$ cat src/rtl/jk_pkg.sv
// rtl/jk_pkg.sv - shared JK command encodings, arbiter FSM states and index width
package jk_pkg;

    localparam int IDX_W = 4;

    localparam logic [1:0] JK_HOLD = 2'b00;
    localparam logic [1:0] JK_CLR  = 2'b01;
    localparam logic [1:0] JK_SET  = 2'b10;
    localparam logic [1:0] JK_TOG  = 2'b11;

    typedef enum logic {
        ST_IDLE  = 1'b0,
        ST_OWNED = 1'b1
    } arb_state_t;

endpackage

$ cat src/rtl/jk_ff_cell.sv
// rtl/jk_ff_cell.sv - single JK flip-flop with enable and synchronous active-high reset
module jk_ff_cell
    import jk_pkg::*;
(
    input  logic clk,
    input  logic rst,
    input  logic en,
    input  logic j,
    input  logic k,
    output logic q
);

    always_ff @(posedge clk) begin
        if (rst) begin
            q <= 1'b0;
        end else if (en) begin
            case ({j, k})
                JK_HOLD: q <= q;
                JK_CLR:  q <= 1'b0;
                JK_SET:  q <= 1'b1;
                default: q <= ~q;
            endcase
        end
    end

endmodule

$ cat src/rtl/jk_cmd_arbiter.sv
// rtl/jk_cmd_arbiter.sv - round-robin command arbiter with lock ownership over a JK bit bank; JK_ARB_STATS_EN adds toggle_cnt
module jk_cmd_arbiter
    import jk_pkg::*;
#(
    parameter int NREQ     = 4,
    parameter int WIDTH    = 8,
    parameter int LOCK_MAX = 16,
    localparam int PTR_W   = (NREQ > 1) ? $clog2(NREQ) : 1
) (
    input  logic                    clk,
    input  logic                    rst,
    input  logic [NREQ-1:0]         req_valid,
    output logic [NREQ-1:0]         req_ready,
    input  logic [2*NREQ-1:0]       req_jk,
    input  logic [IDX_W*NREQ-1:0]   req_idx,
    input  logic [NREQ-1:0]         req_lock,
    output logic [WIDTH-1:0]        q,
    output logic                    err,
    output logic [PTR_W-1:0]        owner,
    output logic                    locked
`ifdef JK_ARB_STATS_EN
    ,
    output logic [15:0]             toggle_cnt
`endif
);

    localparam int CNT_W = (LOCK_MAX > 1) ? $clog2(LOCK_MAX) : 1;

    arb_state_t       state;
    logic [PTR_W-1:0] rr_ptr;
    logic [PTR_W-1:0] win;
    logic [CNT_W-1:0] idle_cnt;
    logic             found;
    logic             hs;
    logic [1:0]       sel_jk;
    logic [IDX_W-1:0] sel_idx;
    logic             sel_lock;
    logic             in_range;

    function automatic logic [PTR_W-1:0] next_ptr(input logic [PTR_W-1:0] w);
        return PTR_W'((int'(w) + 1) % NREQ);
    endfunction

    // While locked only the owner can win; otherwise scan upward from rr_ptr.
    always_comb begin
        req_ready = '0;
        win       = '0;
        found     = 1'b0;
        if (!rst) begin
            if (state == ST_OWNED) begin
                if (req_valid[owner]) begin
                    found = 1'b1;
                    win   = owner;
                end
            end else begin
                for (int i = 0; i < NREQ; i++) begin
                    if (!found && req_valid[(int'(rr_ptr) + i) % NREQ]) begin
                        found = 1'b1;
                        win   = PTR_W'((int'(rr_ptr) + i) % NREQ);
                    end
                end
            end
            if (found) begin
                req_ready[win] = 1'b1;
            end
        end
    end

    assign hs       = found;
    assign sel_jk   = req_jk[2*win +: 2];
    assign sel_idx  = req_idx[IDX_W*win +: IDX_W];
    assign sel_lock = req_lock[win];
    assign in_range = int'(sel_idx) < WIDTH;
    assign locked   = (state == ST_OWNED);

    for (genvar b = 0; b < WIDTH; b++) begin : g_bank
        jk_ff_cell u_cell (
            .clk (clk),
            .rst (rst),
            .en  (hs && in_range && (int'(sel_idx) == b)),
            .j   (sel_jk[1]),
            .k   (sel_jk[0]),
            .q   (q[b])
        );
    end

    always_ff @(posedge clk) begin
        if (rst) begin
            state    <= ST_IDLE;
            rr_ptr   <= '0;
            owner    <= '0;
            idle_cnt <= '0;
            err      <= 1'b0;
        end else begin
            err <= hs && !in_range;
            if (hs) begin
                rr_ptr <= next_ptr(win);
            end
            case (state)
                ST_IDLE: begin
                    if (hs && sel_lock) begin
                        state    <= ST_OWNED;
                        owner    <= win;
                        idle_cnt <= '0;
                    end
                end
                default: begin
                    if (hs) begin
                        idle_cnt <= '0;
                        if (!sel_lock) begin
                            state <= ST_IDLE;
                        end
                    end else if (idle_cnt == CNT_W'(LOCK_MAX - 1)) begin
                        // This idle cycle is the LOCK_MAX-th in a row: force release.
                        state    <= ST_IDLE;
                        idle_cnt <= '0;
                        rr_ptr   <= next_ptr(owner);
                    end else begin
                        idle_cnt <= idle_cnt + 1'b1;
                    end
                end
            endcase
        end
    end

`ifdef JK_ARB_STATS_EN
    always_ff @(posedge clk) begin
        if (rst) begin
            toggle_cnt <= '0;
        end else if (hs && in_range && sel_jk == JK_TOG && toggle_cnt != 16'hFFFF) begin
            toggle_cnt <= toggle_cnt + 16'd1;
        end
    end
`endif

endmodule

$ cat config.mk
export PLATFORM = sky130hd
export DESIGN_NAME = jk_cmd_arbiter
export DESIGN_NICKNAME = d
export VERILOG_FILES = /design/src/rtl/jk_pkg.sv /design/src/rtl/jk_ff_cell.sv /design/src/rtl/jk_cmd_arbiter.sv
export SDC_FILE = /design/constraint.sdc
export NUM_CORES = 1
export LEC_CHECK = 0
export CORE_MARGIN = 5
export CORE_UTILIZATION = 30
export CTS_CLUSTER_DIAMETER = 200
export DETAILED_ROUTE_END_ITERATION = 16
export GPL_TIMING_DRIVEN = 0
export PLACE_DENSITY = 0.62
export SLEW_MARGIN = 0
export SYNTH_ARGS = -nofsm -noshare
export SYNTH_HDL_FRONTEND = slang
export SYNTH_SLANG_ARGS = --single-unit
$ cat constraint.sdc
create_clock -name clk -period 5.6 [get_ports clk]
set_input_delay 1.12 -clock clk [delete_from_list [all_inputs] [get_ports clk]]
set_output_delay 1.12 -clock clk [all_outputs]
set_load 0.005 [all_outputs]
==> impl_metrics.csv, run 1 <==
group,metric,value,unit
route,top_layer,"met4",
route,met1_length,2190,um
global_routing,grt_pass1_wl,7520,um
clock_tree,cts_root_buffer,"clkbuf_8",
logic_synthesis,synth_top_area_share,22.6,%
logic_synthesis,synthCells,192,
logic_synthesis,synth-edff-count,0,
clock_tree,clock_latency,0.27,ns
clock_tree,cts_tree,"done",
pwr,power.density,404,mW/mm^2
setup_path,worstPathRequired,4.48,ns
clock_tree,cts_hold_repair.buffers,0,
clock_tree,htree_levels,1,
logic_synthesis,synth_area_leaders,"dfxtp_1 23%, mux2i_1 7.5%, nand2_1 5.2%",
logic_synthesis,synthesis.area,0.00159,mm^2
sta,fmax,0.199,GHz
clock_tree,cts_setup_buffers,0,
logic_synthesis,synth_area_per_cell,8.30,um^2
worst_hold_path,hp-class,"flip-flop to flip-flop",
final_layout,area_growth,38.5,%
sta,finalCritPeriodShare,89.8,%
final_layout,n_antenna_cell,0,
route,drcViolationCount,0,
floorplan,num_rows,26,
route,dr_total_vias,1643,
global_routing,grt_pass1_vias,1606,
setup_path,crit_fanout,9,
clock_tree,cts_buffers,3,
place,placedCellCount,309,
place,place_ws,0.439,ns
logic_synthesis,ys_seq_area_share,22.6,%
route,met3_length,315,um
logic_synthesis,synthArstFlopShare,0,%
route,drt_iter0_markers,79,
clock_tree,clk_pin_slew,0.07,ns
logic_synthesis,ys_ff_latch,18,
setup_path,path_class,"input port to primary output",
final_layout,post-route-util,42.9,%
sta,drv_slew,0,
clock_tree,cts_buffer_depth,2,
floorplan,die_h,82.9,um
sta,hold_viol,0,
floorplan,start_util,31.0,%
logic_synthesis,ys.warnings.count,0,
pwr,power,891,uW
sta,rsz0062_at_grt,"no",
pwr,power.leakage,0.790,nW
route,routed_wl,4540,um
pwr,vdd_drop_max,0.200,mV
sta,tightest_slew,0.617,ns
final_layout,nets,281,
sta,timing.setup.tns,0,ns
logic_synthesis,synth_top_area_cell,"dfxtp_1",
setup_path,critical_path_arrival,3.91,ns
sta,slew_headroom,58.4,%
global_routing,grt_use_total,13.1,%
logic_synthesis,yosysUniqueCellTypes,52,
global_routing,grt_max_degree,11,
sta,finalCriticalPeriod,5.03,ns
floorplan,design.die.area,0.00687,mm^2
route,vias_per_cell,5.25,
logic_synthesis,synth_most_common_cell,"nand2_1",
logic_synthesis,synthFlopType,"dfxtp_1",
sta,finalSetupViolCount,0,
logic_synthesis,synth_common_cells,"22 x nand2_1, 18 x dfxtp_1, 13 x nor2_1, 12 x mux2i_1, 12 x nor4_1",
route,ant_nets,0,
global_routing,globalRouteOverflowTotal,0,
floorplan,ios,50,
final_layout,drive_gt1_share,13.6,%
place,place.gp.congestion,0.872,
setup_path,cp-end-kind,"primary output",
route,wl_met2,1970,um
final_layout,fin_cells,313,
place,portBuffers,47,
sta,fin_skew,0.00965,ns
clock_tree,ctsResizeCount,0,
route,wire_per_inst,14.5,um
route,drt-pass1-iter-count,4,
setup_path,start_kind,"input port",
clock_tree,clock-sinks,18,
run,maxCapViolCount,0,
place,hpwl,3630,um
sta,worst_slack,0.573,ns
floorplan,core,0.00514,mm^2
floorplan,fp.dieW,82.9,um
logic_synthesis,synth_nets,229,
run_status,status,"completed",
global_routing,antenna_found_initial,0,
cell families after synthesis:
kind of cell	synth area share, %
AO/OA/AOI/OAI	28.4
XOR/XNOR	1.10
adder cells (fa/ha/maj)	2.36
buffers and inverters	7.46
flip-flops	22.6
multiplexers	14.0
AND/OR/NAND/NOR	24.0
stage by stage:
stage          hold WS (ns)  area [um^2]
4_1_cts               0.480         2210
2_1_floorplan         0.451         1590
6_report              0.479         2210
3_3_place_gp          0.469         2150
5_1_grt               0.504         2210
3_5_place_dp          0.469         2150
power breakdown:
part           internal (mW)  switching, mW
Clock                 0.0628         0.0520
Combinational          0.273          0.324
Sequential             0.157         0.0225
routing by layer:
layer | up-vias | GRT usage (%)
li1 | 836 | -
met3 | 5 | 2.38
met2 | 50 | 20.3
met4 | 0 | 5.35
met1 | 752 | 17.8
met5 | - | 0
state kept, by name, summed over array words and instances, names as in the netlist:
| register | count |
|---|---|
| err | 1 |
| g_bank.u_cell.q | 8 |
| idle_cnt | 4 |
| locked | 1 |
| owner | 2 |
| rr_ptr | 2 |
area by class of cell:
cell class	count	area (um^2)
Multi-Input combinational cell	153	1110
Timing Repair Buffer	47	470
Sequential cell	18	360
Inverter	5	18.8
Clock buffer	4	55.1
Tap cell	70	87.6
Fill cell	526	2930
Buffer	16	100
worst paths after layout:
kind | from | to | slack [ns] | depth (start not counted)
worst max-delay path | req_valid[0] | req_ready[1] | 0.57 | 8
worst min-delay path | g_bank[7].u_cell.q | g_bank[7].u_cell.q | 0.48 | 2
worst max register to register | rr_ptr[1] | g_bank[7].u_cell.q | 1.66 | 13
worst min register to register | g_bank[7].u_cell.q | g_bank[7].u_cell.q | 0.48 | 2
worst max-delay path, cell delays in order:
cell	delay (ns)
clkdlybuf4s50_1	0.57
mux2_2	0.35
or4_1	0.45
a221oi_2	0.38
a221o_2	0.30
nor2_4	0.10
nor2_1	0.11
clkdlybuf4s50_1	0.52
placed cells by master, fill, tap and decap left out, drive strengths merged, types with 2 or more instances in the layout:
cell type	instances
nand3b	2
xnor2	2
mux2i	13
clkbuf	8
nand3	8
nand2b	6
mux2	4
mux4	2
o21ai	10
a221oi	2
nand2	22
dfxtp	18
o32ai	8
a21oi	11
a21o	2
inv	5
a211o	2
a211oi	4
o211ai	2
o31ai	2
nor2	14
a21boi	2
nor2b	2
clkdlybuf4s50	47
buf	12
nor4	12
ha	3
nor3	4
No activity file was read; power rests on OpenSTA's default activity.
==> run 2: changes to the inputs <==
--- a/config.mk
+++ b/config.mk
@@ -10,8 +10,9 @@
 export CTS_CLUSTER_DIAMETER = 200
 export DETAILED_ROUTE_END_ITERATION = 16
 export GPL_TIMING_DRIVEN = 0
-export PLACE_DENSITY = 0.62
-export SLEW_MARGIN = 0
+export PLACE_DENSITY = 0.6
+export SLEW_MARGIN = 20
 export SYNTH_ARGS = -nofsm -noshare
 export SYNTH_HDL_FRONTEND = slang
+export SYNTH_HIERARCHICAL = 1
 export SYNTH_SLANG_ARGS = --single-unit
==> impl_metrics.csv, run 2 <==
group,metric,value,unit
clock_tree,cts_buffers,3,
clock_tree,htree_levels,1,
sta,timing.setup.tns,0,ns
final_layout,area_growth,34.9,%
route,met3_length,231,um
clock_tree,cts_buffer_depth,2,
final_layout,n_antenna_cell,0,
clock_tree,clk_pin_slew,0.07,ns
setup_path,crit-reg2reg-launch,"rr_ptr[1]",
pwr,power.leakage,0.975,nW
sta,finalSetupViolCount,0,
clock_tree,cts_root_buffer,"clkbuf_8",
floorplan,fp.dieW,88.4,um
pwr,power.clock.fraction,19.5,%
logic_synthesis,yosysUniqueCellTypes,50,
worst_hold_path,hp-class,"flip-flop to flip-flop",
global_routing,antenna_found_initial,0,
global_routing,grt_pass1_wl,8670,um
worst_hold_path,min_from,"idle_cnt[0]",
logic_synthesis,synth-edff-count,0,
logic_synthesis,ys_seq_area_share,19.5,%
place,portBuffers,49,
logic_synthesis,synthArstFlopShare,0,%
sta,fin_skew,0.00163,ns
route,wire_per_inst,14.3,um
clock_tree,cts_tree,"done",
floorplan,start_util,31.0,%
pwr,p_sw,226,uW
route,top_layer,"met4",
setup_path,reg2reg_to,"g_bank[5].u_cell/q",
clock_tree,cts_hold_repair.buffers,0,
sta,drv_slew,0,
logic_synthesis,synth_common_cells,"22 x inv_1, 20 x nor2_1, 18 x dfxtp_1, 17 x a21oi_1, 17 x ha_1",
logic_synthesis,synthCells,227,
sta,finalCriticalPeriod,4.89,ns
sta,finalCritPeriodShare,87.3,%
clock_tree,clock_latency,0.26,ns
sta,rsz0062_at_grt,"no",
route,met1_length,2290,um
pwr,vdd_drop_max,0.137,mV
setup_path,crit_chain,"clkdlybuf4s50_1 > nor2b_1 > a221o_1 > a21oi_1 > nor2_1 > nor2_1 > clkdlybuf4s50_1",
setup_path,start_kind,"input port",
run,maxCapViolCount,0,
logic_synthesis,synth_nets,278,
sta,tightest_slew,0.679,ns
setup_path,critPathMaxStageDelay,0.57,ns
pwr,power_switching_share,40.0,%
final_layout,mostFrequentLayoutCells,"49 x clkdlybuf4s50_1, 22 x inv_1, 20 x nor2_1",
logic_synthesis,synth_area_leaders,"dfxtp_1 20%, ha_1 12%, mux2i_1 7.6%",
setup_path,slowest_stage,"a21oi_1",
logic_synthesis,synthFlopType,"dfxtp_1",
route,wl_met2,2540,um
pwr,power_frac_comb,53.9,%
final_layout,drive_gt1_share,9.96,%
route,drcViolationCount,0,
logic_synthesis,synth_most_common_cell,"inv_1",
pwr,power,566,uW
place,place.gp.congestion,0.752,
final_layout,top_register,"g_bank.u_cell/q",
sta,fmax,0.205,GHz
worst_hold_path,min_to,"idle_cnt[0]",
route,dr_total_vias,1805,
logic_synthesis,synth_top_area_cell,"dfxtp_1",
clock_tree,ctsResizeCount,0,
route,drt_iter0_markers,57,
final_layout,top_regs,"g_bank.u_cell/q: 8 flops, idle_cnt: 4 flops",
logic_synthesis,ys.warnings.count,6,
floorplan,num_rows,28,
global_routing,globalRouteOverflowTotal,0,
route,routed_wl,5090,um
place,hpwl,4110,um
setup_path,cp-end-kind,"primary output",
setup_path,r2r_slack,2.00,ns
global_routing,grt_pass1_vias,1853,
setup_path,crit_fanout,7,
setup_path,critical_path_arrival,3.77,ns
global_routing,grt_max_degree,14,
sta,hold_viol,0,
logic_synthesis,synth_top_area_share,19.5,%
route,ant_nets,0,
worst_hold_path,whs_path_depth,2,
floorplan,die_h,88.4,um
logic_synthesis,ys_ff_latch,18,
clock_tree,cts_setup_buffers,0,
pwr,power.density,228,mW/mm^2
run_status,status,"completed",
floorplan,ios,50,
final_layout,nets,333,
setup_path,path_class,"input port to primary output",
clock_tree,clock-sinks,18,
sta,slew_headroom,54.7,%
route,drt-pass1-iter-count,4,
route,vias_per_cell,5.07,
pwr,internal-power,340,uW
logic_synthesis,synth_area_per_cell,8.13,um^2
final_layout,final_common_cell,"clkdlybuf4s50_1",
floorplan,design.die.area,0.00782,mm^2
pwr,p_seq_share,26.6,%
logic_synthesis,synthesis.area,0.00185,mm^2
setup_path,worstPathRequired,4.48,ns
final_layout,largest_reg_flops,8,
setup_path,reg2reg_depth,12,
global_routing,grt_use_total,13.9,%
floorplan,core,0.00596,mm^2
run 2: cell types whose count changed after synthesis, sizes merged, moves of 6 or more:
cell    delta
nand3      +6
buf        -9
nand2      -7
ha        +14
nor2       +6
inv       +17
a21oi      +6
o32ai      -7
nor4      -11
a211oi    +10
nor2b     +13
run 2: logic make-up (layout without fill, tap and decap cells):
| kind of cell | after synthesis | in the layout | synth area share (%) |
|---|---|---|---|
| xor+xnor | 2 | 2 | 0.949 |
| simple gates | 79 | 79 | 25.4 |
| flops | 18 | 18 | 19.5 |
| mux | 16 | 16 | 9.42 |
| compound gates | 65 | 65 | 26.4 |
| fa+ha+maj | 17 | 17 | 11.5 |
| buf+inv | 30 | 84 | 6.78 |
run 2: power by group through the flow:
stage | Sequential [mW] | Combinational, mW | Clock, mW
5_1_grt | 0.153 | 0.343 | 0.122
3_5_place_dp | 0.154 | 0.306 | 0
6_report | 0.151 | 0.306 | 0.110
2_1_floorplan | 0.152 | 0.209 | 0
3_3_place_gp | 0.153 | 0.298 | 0
4_1_cts | 0.151 | 0.308 | 0.117
run 2: metrics by stage:
stage | area [um^2] | instances | util (%) | hold slack (ns) | setup WS (ns)
after global routing | 2490 | 356 | 41.8 | 0.591 | 0.463
after CTS | 2490 | 356 | 41.8 | 0.550 | 0.705
after global placement | 2430 | 351 | 40.8 | 0.533 | 0.455
after floorplan | 1850 | 227 | - | 0.511 | 1.71
after detailed placement | 2430 | 352 | 40.9 | 0.538 | 0.684
final | 2490 | 356 | 41.8 | 0.547 | 0.710
run 2: worst max path at each step:
stage	startpoint	end	slack, ns	depth (start not counted)
6_report	req_valid[2]	req_ready[1]	0.71	7
5_1_grt	rst	req_ready[1]	0.46	6
4_1_cts	rst	req_ready[1]	0.70	6
3_5_place_dp	rst	req_ready[1]	0.68	6
3_3_place_gp	rst	g_bank[4].u_cell/q	0.45	12
2_1_floorplan	req_valid[2]	g_bank[0].u_cell/q	1.71	12
run 2: area by class of cell:
type                            count  area, um^2
Inverter                           22        82.6
Timing Repair Buffer               50         495
Multi-Input combinational cell    179        1360
Clock buffer                        4        55.1
Buffer                              8        42.5
Fill cell                         646        3470
Sequential cell                    18         360
Tap cell                           75        93.8
run 2: per-layer routing:
layer / up-vias / global-route usage [%]
met5: - / 0
met4: 0 / 2.06
met3: 2 / 2.51
met2: 36 / 25.5
met1: 832 / 17.2
li1: 935 / -
run 2: worst max-delay path, delay by kind of cell:
kind	cells	cell delay, ns
simple gates	3	0.64
buf+inv	2	1.06
compound gates	2	0.95
